$ cat config.mk
export PLATFORM = sky130hd
export DESIGN_NAME = instr_fetch_unit_flat
export DESIGN_NICKNAME = d
export VERILOG_FILES = /design/src/rtl/instr_fetch_unit_if.sv /design/src/rtl/instr_fetch_unit.sv /design/src/flat_wrapper.sv
export SDC_FILE = /design/constraint.sdc
export NUM_CORES = 1
export LEC_CHECK = 0
export ABC_CLOCK_PERIOD_IN_PS = 2200
export BUFFER_PORTS_ARGS = -buffer_cell sky130_fd_sc_hd__buf_4
export CAP_MARGIN = 20
export CORE_ASPECT_RATIO = 1.4
export CORE_MARGIN = 2
export CORE_UTILIZATION = 59
export DETAILED_ROUTE_END_ITERATION = 12
export PLACE_DENSITY = 0.79
export RECOVER_POWER = 100
export SYNTH_ARGS = -nofsm -noshare
export SYNTH_HDL_FRONTEND = slang
export SYNTH_SLANG_ARGS = --single-unit
$ cat constraint.sdc
create_clock -name CK -period 2.2 [get_ports CK]
set_input_delay 0.22 -clock CK [delete_from_list [all_inputs] [get_ports CK]]
set_output_delay 0.22 -clock CK [all_outputs]
set_load 0.005 [all_outputs]
$ cat src/rtl/instr_fetch_unit_if.sv
// ---------------------------------------------------------------------------
// instr_fetch_unit_if
// Bundles the program-memory read port, the redirect request and the
// instruction handshake toward decode.
//   master : the fetch unit (drives MEM_ADDR/MEM_RE and IR_VALID/IR/IR_PC)
//   slave  : memory + decode side (drives MEM_RDATA, REDIRECT*, IR_READY)
// ---------------------------------------------------------------------------
interface instr_fetch_unit_if #(
   parameter int ADDR_W = 8
);
   logic [ADDR_W-1:0] MEM_ADDR;
   logic              MEM_RE;
   logic [7:0]        MEM_RDATA;
   logic              REDIRECT;
   logic [ADDR_W-1:0] REDIRECT_PC;
   logic              IR_VALID;
   logic              IR_READY;
   logic [15:0]       IR;
   logic [ADDR_W-1:0] IR_PC;

   modport master (
      output MEM_ADDR, MEM_RE, IR_VALID, IR, IR_PC,
      input  MEM_RDATA, REDIRECT, REDIRECT_PC, IR_READY
   );

   modport slave (
      input  MEM_ADDR, MEM_RE, IR_VALID, IR, IR_PC,
      output MEM_RDATA, REDIRECT, REDIRECT_PC, IR_READY
   );
endinterface

$ cat src/rtl/instr_fetch_unit.sv
// ---------------------------------------------------------------------------
// instr_fetch_unit
// Fetches 16-bit big-endian instructions from a byte-wide asynchronous-read
// program memory (two reads per instruction) and queues them, with their PCs,
// toward decode over a valid/ready handshake. A redirect flushes the queue and
// restarts fetch at the (even-aligned) target.
// Ports:
//   CK     : clock, rising edge
//   RST_N  : asynchronous active-low reset
//   bus    : instr_fetch_unit_if.master
//            MEM_ADDR/MEM_RE/MEM_RDATA    program memory read port
//            REDIRECT/REDIRECT_PC         flush + new fetch address
//            IR_VALID/IR_READY/IR/IR_PC   instruction queue head toward decode
// ---------------------------------------------------------------------------
module instr_fetch_unit #(
   parameter int                ADDR_W   = 8,
   parameter int                DEPTH    = 4,
   parameter logic [ADDR_W-1:0] RESET_PC = '0
) (
   input  logic                CK,
   input  logic                RST_N,
   instr_fetch_unit_if.master  bus
);
   localparam int PTR_W = $clog2(DEPTH);
   localparam int CNT_W = PTR_W + 1;

   typedef enum logic {S_HI = 1'b0, S_LO = 1'b1} state_e;

   state_e            state_q, state_d;
   logic [ADDR_W-1:0] fetch_pc_q, fetch_pc_d;
   logic [7:0]        hi_q, hi_d;
   logic [CNT_W-1:0]  count_q, count_d;
   logic [PTR_W-1:0]  head_q, head_d;
   logic [PTR_W-1:0]  tail_q, tail_d;
   logic [15:0]       ir_mem_q [DEPTH];
   logic [ADDR_W-1:0] pc_mem_q [DEPTH];

   logic room;
   logic push;
   logic pop;

   // Slot is reserved in S_HI on the current count only; a pop in the same
   // cycle does not free room until the next cycle.
   assign room = (count_q < CNT_W'(DEPTH));
   assign push = (state_q == S_LO) && !bus.REDIRECT;
   assign pop  = (count_q != '0) && bus.IR_READY && !bus.REDIRECT;

   // ---- FSM: state register ----
   always_ff @(posedge CK or negedge RST_N) begin
      if (!RST_N) state_q <= S_HI;
      else        state_q <= state_d;
   end

   // ---- FSM: next state ----
   always_comb begin
      state_d = state_q;
      if (bus.REDIRECT) begin
         state_d = S_HI;
      end else begin
         case (state_q)
            S_HI:    if (room) state_d = S_LO;
            S_LO:    state_d = S_HI;
            default: state_d = S_HI;
         endcase
      end
   end

   // ---- FSM: outputs ----
   always_comb begin
      bus.MEM_ADDR = fetch_pc_q;
      bus.MEM_RE   = 1'b0;
      case (state_q)
         S_HI: begin
            bus.MEM_ADDR = fetch_pc_q;
            bus.MEM_RE   = room;
         end
         S_LO: begin
            bus.MEM_ADDR = fetch_pc_q + ADDR_W'(1);
            bus.MEM_RE   = 1'b1;
         end
         default: ;
      endcase
      // Strobe is forced low while reset is held, with no edge required.
      bus.MEM_RE = bus.MEM_RE & RST_N;
   end

   // ---- datapath next state ----
   always_comb begin
      fetch_pc_d = fetch_pc_q;
      hi_d       = hi_q;
      count_d    = count_q;
      head_d     = head_q;
      tail_d     = tail_q;
      if (bus.REDIRECT) begin
         // Odd targets are aligned down to the instruction boundary.
         fetch_pc_d = bus.REDIRECT_PC & ~ADDR_W'(1);
         hi_d       = '0;
         count_d    = '0;
         head_d     = '0;
         tail_d     = '0;
      end else begin
         if (state_q == S_HI && room) hi_d = bus.MEM_RDATA;
         if (push) begin
            fetch_pc_d = fetch_pc_q + ADDR_W'(2);
            tail_d     = tail_q + PTR_W'(1);
         end
         if (pop) head_d = head_q + PTR_W'(1);
         case ({push, pop})
            2'b10:   count_d = count_q + CNT_W'(1);
            2'b01:   count_d = count_q - CNT_W'(1);
            default: count_d = count_q;
         endcase
      end
   end

   always_ff @(posedge CK or negedge RST_N) begin
      if (!RST_N) begin
         fetch_pc_q <= RESET_PC;
         hi_q       <= '0;
         count_q    <= '0;
         head_q     <= '0;
         tail_q     <= '0;
      end else begin
         fetch_pc_q <= fetch_pc_d;
         hi_q       <= hi_d;
         count_q    <= count_d;
         head_q     <= head_d;
         tail_q     <= tail_d;
      end
   end

   // Queue storage; cleared on reset so IR/IR_PC read 0 out of reset.
   always_ff @(posedge CK or negedge RST_N) begin
      if (!RST_N) begin
         for (int i = 0; i < DEPTH; i++) begin
            ir_mem_q[i] <= '0;
            pc_mem_q[i] <= '0;
         end
      end else if (push) begin
         ir_mem_q[tail_q] <= {hi_q, bus.MEM_RDATA};
         pc_mem_q[tail_q] <= fetch_pc_q;
      end
   end

   assign bus.IR_VALID = (count_q != '0);
   assign bus.IR       = ir_mem_q[head_q];
   assign bus.IR_PC    = pc_mem_q[head_q];

endmodule

$ cat src/flat_wrapper.sv
// flat-port wrapper written by rule: the top's interface ports become plain ports
module instr_fetch_unit_flat 
#(
   parameter int                ADDR_W   = 8,
   parameter int                DEPTH    = 4,
   parameter logic [ADDR_W-1:0] RESET_PC = '0
)
  (CK, RST_N, bus_MEM_ADDR, bus_MEM_RE, bus_IR_VALID, bus_IR, bus_IR_PC, bus_MEM_RDATA, bus_REDIRECT, bus_REDIRECT_PC, bus_IR_READY);
  instr_fetch_unit_if #(.ADDR_W(ADDR_W)) bus_i ();
  input  logic CK;
  input  logic RST_N;
  output wire logic [$bits(bus_i.MEM_ADDR)-1:0] bus_MEM_ADDR;
  output wire logic [$bits(bus_i.MEM_RE)-1:0] bus_MEM_RE;
  output wire logic [$bits(bus_i.IR_VALID)-1:0] bus_IR_VALID;
  output wire logic [$bits(bus_i.IR)-1:0] bus_IR;
  output wire logic [$bits(bus_i.IR_PC)-1:0] bus_IR_PC;
  input wire logic [$bits(bus_i.MEM_RDATA)-1:0] bus_MEM_RDATA;
  input wire logic [$bits(bus_i.REDIRECT)-1:0] bus_REDIRECT;
  input wire logic [$bits(bus_i.REDIRECT_PC)-1:0] bus_REDIRECT_PC;
  input wire logic [$bits(bus_i.IR_READY)-1:0] bus_IR_READY;
  assign bus_MEM_ADDR = bus_i.MEM_ADDR;
  assign bus_MEM_RE = bus_i.MEM_RE;
  assign bus_IR_VALID = bus_i.IR_VALID;
  assign bus_IR = bus_i.IR;
  assign bus_IR_PC = bus_i.IR_PC;
  assign bus_i.MEM_RDATA = bus_MEM_RDATA;
  assign bus_i.REDIRECT = bus_REDIRECT;
  assign bus_i.REDIRECT_PC = bus_REDIRECT_PC;
  assign bus_i.IR_READY = bus_IR_READY;
  instr_fetch_unit #(.ADDR_W(ADDR_W), .DEPTH(DEPTH), .RESET_PC(RESET_PC)) u_core (.CK(CK), .RST_N(RST_N), .bus(bus_i));
endmodule
* Word level (Yosys, flattened, before mapping)
Cells that the tools add are included.
Operators by class: muxes and demuxes 27, bitwise gates (word level) 4, $add $sub $neg 6, reduce and logical (&&, ||, !) cells 11, eq/ne operators 2, magnitude comparators 4
Operators with widths (count):
- $bwmux 64 | 1
- $mux 8 | 7
- $mux 16 | 3
- $bmux 16 s2 | 1
- $bwmux 32 | 1
- $demux 16 s2 | 1
- $bmux 8 s2 | 1
- $demux 8 s2 | 1
- $pmux 8 s2 | 1
- $add 8x1->8 const B | 1
- $add 8x2->8 const B | 1
- $mux 2 | 4
- $ge 3x3->1 const B | 2
- $not 2->3 | 2
- $pmux 3 s2 | 1
- $reduce_bool 2->1 | 3
- $reduce_bool 3->1 | 2
- $logic_and 1x1->1 | 5
- $add 2x1->2 const B | 2
- $pmux 1 s2 | 2
- $add 3x1->3 const B | 1
- $lt 3x1->1 const B | 1
- $lt 3x3->1 const B | 1
- $mux 3 | 1
- other kinds (7) | 8
Storage, ports and cells: input bits 20, output and inout port bits 34, logic and storage cells 68, bits in registers 120

* Logic depth before layout (Yosys ltp)
word-level depth 6, gate-level depth with buffers 7, mapped depth without buffers 6

* Least setup slack after synthesis
No wires, ideal clock.
kind flip-flop to flip-flop, start point register u_core.count_q[1], end point register u_core.count_q[2], data arrival time 1.834 ns, stages on the path, launching flop included 7, setup time 0.104 ns, buffers on the path 0, required time 2.096 ns, path slack 0.262 ns, period minus slack after synthesis 1.938 ns, cells stage by stage dfrtp_1 -> o31ai_1 -> nor3_1 -> fa_1 -> nor2_1 -> a21oi_1 -> a221oi_1
Between the ends: cells in the longest elaborated chain, start to end 6, elaborated cells between the ends (all ways) 10, classes of those cells 2 x add/sub; 2 x eq/ne; 2 x mux; 4 x reduce/logical
Ends and longest elaborated chain:
- start, declared | line instr_fetch_unit.sv:32 | logic [CNT_W-1:0] count_q, count_d;
- start signal, assigned | line instr_fetch_unit.sv:126 | count_q <= count_d;
- $reduce_bool 3->1 | line instr_fetch_unit.sv:46 | assign pop = (count_q != '0) && bus.IR_READY && !bus.REDIRECT;
- $logic_and 1x1->1 (2 in a row) | line instr_fetch_unit.sv:46
- $eq 2x1->1 / $eq 2x2->1 (equally long branches) | line instr_fetch_unit.sv:108 | case ({push, pop})
- $pmux 3 s2 | line instr_fetch_unit.sv:108
- $mux 3 | line instr_fetch_unit.sv:94 | if (bus.REDIRECT) begin
Parallel ways exist; a longest one is shown, timed or not. A chain may end at the register's enable or synchronous reset.

* Worst setup path in the final report
start point register u_core.head_q[0], end point output bus_IR[10]
Between the ends: cells in the longest elaborated chain, start to end 4
Ends and longest elaborated chain:
- start, declared | line instr_fetch_unit.sv:33 | logic [PTR_W-1:0] head_q, head_d;
- start signal, assigned | line instr_fetch_unit.sv:121 | head_q <= '0;
- start signal, assigned | line instr_fetch_unit.sv:127 | head_q <= head_d;
- $not 2->3 (implied by the code) | line instr_fetch_unit.sv:146 | assign bus.IR = ir_mem_q[head_q];
- $bmux 16 s2 | line instr_fetch_unit.sv:146
- $mux 16 (implied by the code) (2 in a row) | line instr_fetch_unit.sv:146
- end, declared | line flat_wrapper.sv:15 | output wire logic [$bits(bus_i.IR)-1:0] bus_IR;
Every way passes these cells. The select of a mux whose other input is x is not followed.

==> results by group <==
Place
  • PortBufs: roughly 50
  • Placer's final routability congestion estimate: 0.767
  • HPWL Detailed: 6510 microns

Timing
  • Final Hold Fails: 0
  • Minimum clock period: 2070 ps
  • Max-slew violations: about 120
  • Fmax achieved: 484 MHz
  • Worst slew margin: -3.64%
  • Clock skew: ~8.5 ps
  • TNS Setup: 0 ps
  • Tcrit/Tclk final: 93.9%
  • Worst-margin pin slew: between 1500 and 2000 ps
  • Setup violators final: 0
  • RSZ-0062 raised after global routing: false
  • Hold WS: 17.2 ps

Detailed routing
  • Remaining DRCs: 0
  • Vias per cell: 6.00
  • Iter 0 DRT Violations: between 200 and 250
  • Vias: 3209
  • Final wirelength: approximately 11000 microns
  • Wire per inst: 20.5 microns
  • Antenna-violating nets left: 0
  • DRT Pass-1 Iters: 4

Outcome
  • Failing checks: capacitance limit, slew limit
  • Outcome: finished, violations left

Yosys
  • YS warnings: 0
  • Async S/R FF share, synth: 100%
  • Top_reg_cell synth: dfrtp_1
  • Mux share of post-synthesis cell area: 33.5%
  • Adder-Cell Fraction of Synth Area: 1.47%
  • Avg Inst Size Synth: 15.4 sq um
  • Post-synthesis compound-gate area fraction: under 10%
  • Largest family of logic cells by synthesized area: multiplexers
  • Synth Area in XOR/XNOR: 1.41%
  • Simple-gate share of the synthesized area: between 4 and 5%
  • Flops & latches, synth: ~120
  • Cells after synthesis: 363
  • Netlist cell types: 35
  • Syn Nets: 389
  • Post-synthesis sequential area ratio: 51.4%
  • EDFF count, synth: 0
  • Syn Std Cell Area: 0.00560 sq mm

Global route
  • Initial antenna violation count: 0
  • GRT met3 Usage: 6.51%
  • Global-route wire length before repair: 18900 microns
  • Top Usage Layer GRT: met2
  • Largest net degree at the start of global routing: 116
  • Total GRT Usage: around 24%
  • GR Util met1: 32.3%
  • Total gr overflow: 0
  • Grt met2 use: a little under two fifths
  • Number of global-route vias before repair: 3556

Worst setup path
  • CP required: between 1500 and 2000 ps
  • Worst Path Arrival: 1850 ps
  • CP Capture Type: primary output
  • CP Class: reg -> out
  • CP peak stage delay: slightly below 600 ps
  • Crit path top cell by count: clkbuf_4
  • Crit start category: flip-flop
  • Slowest cell on the critical path: mux4_2
  • Reg2reg path depth: 6
  • Crit path cell chain: clkbuf_4, mux4_2, clkbuf_4
  • CP Max Fanout: 15

Pwr
  • Switching part of the total: 27.8%
  • Total power: 8540 uW
  • VDD IR max: 0.725 mV
  • Logic gate share of total power: 27.2%
  • Internal: slightly above 6000 uW
  • Power per cell area: 1360 mW/mm^2
  • P_leak: ~0.0030 uW
  • P_sw: ~2400 uW
  • Sequential power share: approximately two fifths
  • Clock power frac: between 30% and 40%

Clock network
  • Longest Clk Path Bufs: 2
  • Root buffer cell: clkbuf_16
  • H-tree Lvls: 4
  • Clock transition at path regs: 50 ps
  • CTS tree: done
  • Total CTS buffers: 17
  • Cts repair resizes: 0
  • Worst-skew pair later-pin latency: approximately 410 ps
  • Sink Count: 115

Final layout
  • Share of layout cells above drive strength 1: 29.2%
  • Synthesis-to-layout area growth: 12.1%
  • Fill count: 703
  • Antenna diodes: 0
  • Post-layout nets: 438

Run
  • Max cap viols: 1

Floorplan
  • FP Rows: 42
  • Core Footprint: just over 0.009 sq mm
  • IO Pins: 54
  • Die width: about 86 microns
  • Die extent in y: roughly 120 microns
  • Initial Util: 59.9%
  • Die area: slightly above 0.01 sq mm

Hold path
  • Worst hold stages: 3
  • Hold Crit Class: in -> reg
==> final timing paths <==
| check | to | start | slack, ps |
|---|---|---|---|
| max in group asynchronous | u_core.pc_mem_q[30] | RST_N | 330 |
| max | bus_IR[10] | u_core.head_q[0] | 130 |
| max reg2reg | u_core.count_q[2] | u_core.count_q[1] | 220 |
| min in group asynchronous | u_core.pc_mem_q[17] | RST_N | 870 |
| min | u_core.fetch_pc_q[2] | bus_REDIRECT_PC[2] | 20 |
| min reg2reg | u_core.ir_mem_q[12] | u_core.ir_mem_q[12] | 490 |
==> cells in the mapped netlist (2+ instances only) <==
cell type  instances  area, sq um
buf_6              8         90.1
mux2i_1            2         20.0
o21ai_0           15         75.1
clkbuf_1           5         18.8
dfrtp_1          115         2880
nor3_1             3         15.0
mux2_4            80         1200
xor2_1             5         43.8
nor2b_1            3         18.8
buf_2              7         35.0
nand2_1           16         60.1
nand3_1            6         30.0
nand4_1            3         18.8
or4_1              2         15.0
buf_4             11         82.6
a221oi_1           2         17.5
mux2_2            12          135
nor2_1             8         30.0
nand2_4            4         45.0
ha_1               5         62.6
a21oi_1            9         45.0
inv_1              4         15.0
xnor2_1            4         35.0
mux4_2            23          518
==> placed cells by master, fill, tap and decap left out, types with 5 or more instances in the layout <==
cell type,instances
a21oi_1,9
buf_4,26
clkbuf_1,8
clkbuf_16,17
clkbuf_4,29
dfrtp_1,115
ha_1,5
mux2_1,80
mux2_2,12
mux4_2,23
nand2_1,16
nand3_1,6
nor2_1,8
o21ai_0,15
xor2_1,5
==> power groups by stage <==
stage	clock [uW]	combinational, uW	sequential (uW)
after floorplan	0	2070	3140
after global placement	0	2790	3270
after detailed placement	0	2860	3320
after CTS	2970	2890	3310
after global routing	3070	2530	3370
final	2940	2320	3280
==> logic make-up (layout without fill, tap and decap cells) <==
| logic type | after synthesis | after routing |
|---|---|---|
| simple gates | 48 | 48 |
| buf+inv | 35 | 97 |
| mux | 117 | 117 |
| fa+ha+maj | 6 | 6 |
| other cells | 1 | 1 |
| xor+xnor | 9 | 9 |
| flops | 115 | 115 |
| compound gates | 32 | 32 |
==> cell type report <==
type	count	area, sq um	area share, %
clock inverter	9	151	2.41
timing repair buffer	61	442	7.03
multi-input combinational	213	2180	34.7
inverter	4	15.0	0.239
tap	110	138	2.19
sequential	115	2880	45.8
clock buffer	23	478	7.61
==> metrics by stage <==
step                area [sq um]  worst slack (ps)  std cells  utilization, %
floorplan                   5600               262        363               -
CTS                         6620               129        535            70.7
global placement            5980               334        502            63.9
finish                      6280               134        535            67.1
global route                6280              40.4        535            67.1
detailed placement          5980               237        502            63.9
==> critical path: cells and delay by family (launching register included) <==
family,cells,cell delay (ps)
muxes,1,580
DFF,1,340
buffers and inverters,2,510
==> state kept, by name, summed over array words and instances (netlist names) <==
signal and cells:
u_core.count_q 3, u_core.fetch_pc_q 7, u_core.head_q 2, u_core.hi_q 8
u_core.ir_mem_q 64, u_core.pc_mem_q 28, u_core.state_q 1, u_core.tail_q 2
==> layer usage <==
metal / vias to the layer above / wire, microns
met5: - / 0
met4: 0 / 267
met3: 21 / 320
met2: 51 / 5720
met1: 1730 / 4680
li1: 1407 / -
==> repair_timing <==
action | in CTS | in global routing
hold endpoints to repair | 115 | 0
buffers inserted | 0 | 0
hold buffers | 1 | 0
Note: power is estimated with default switching activity, not from simulation.
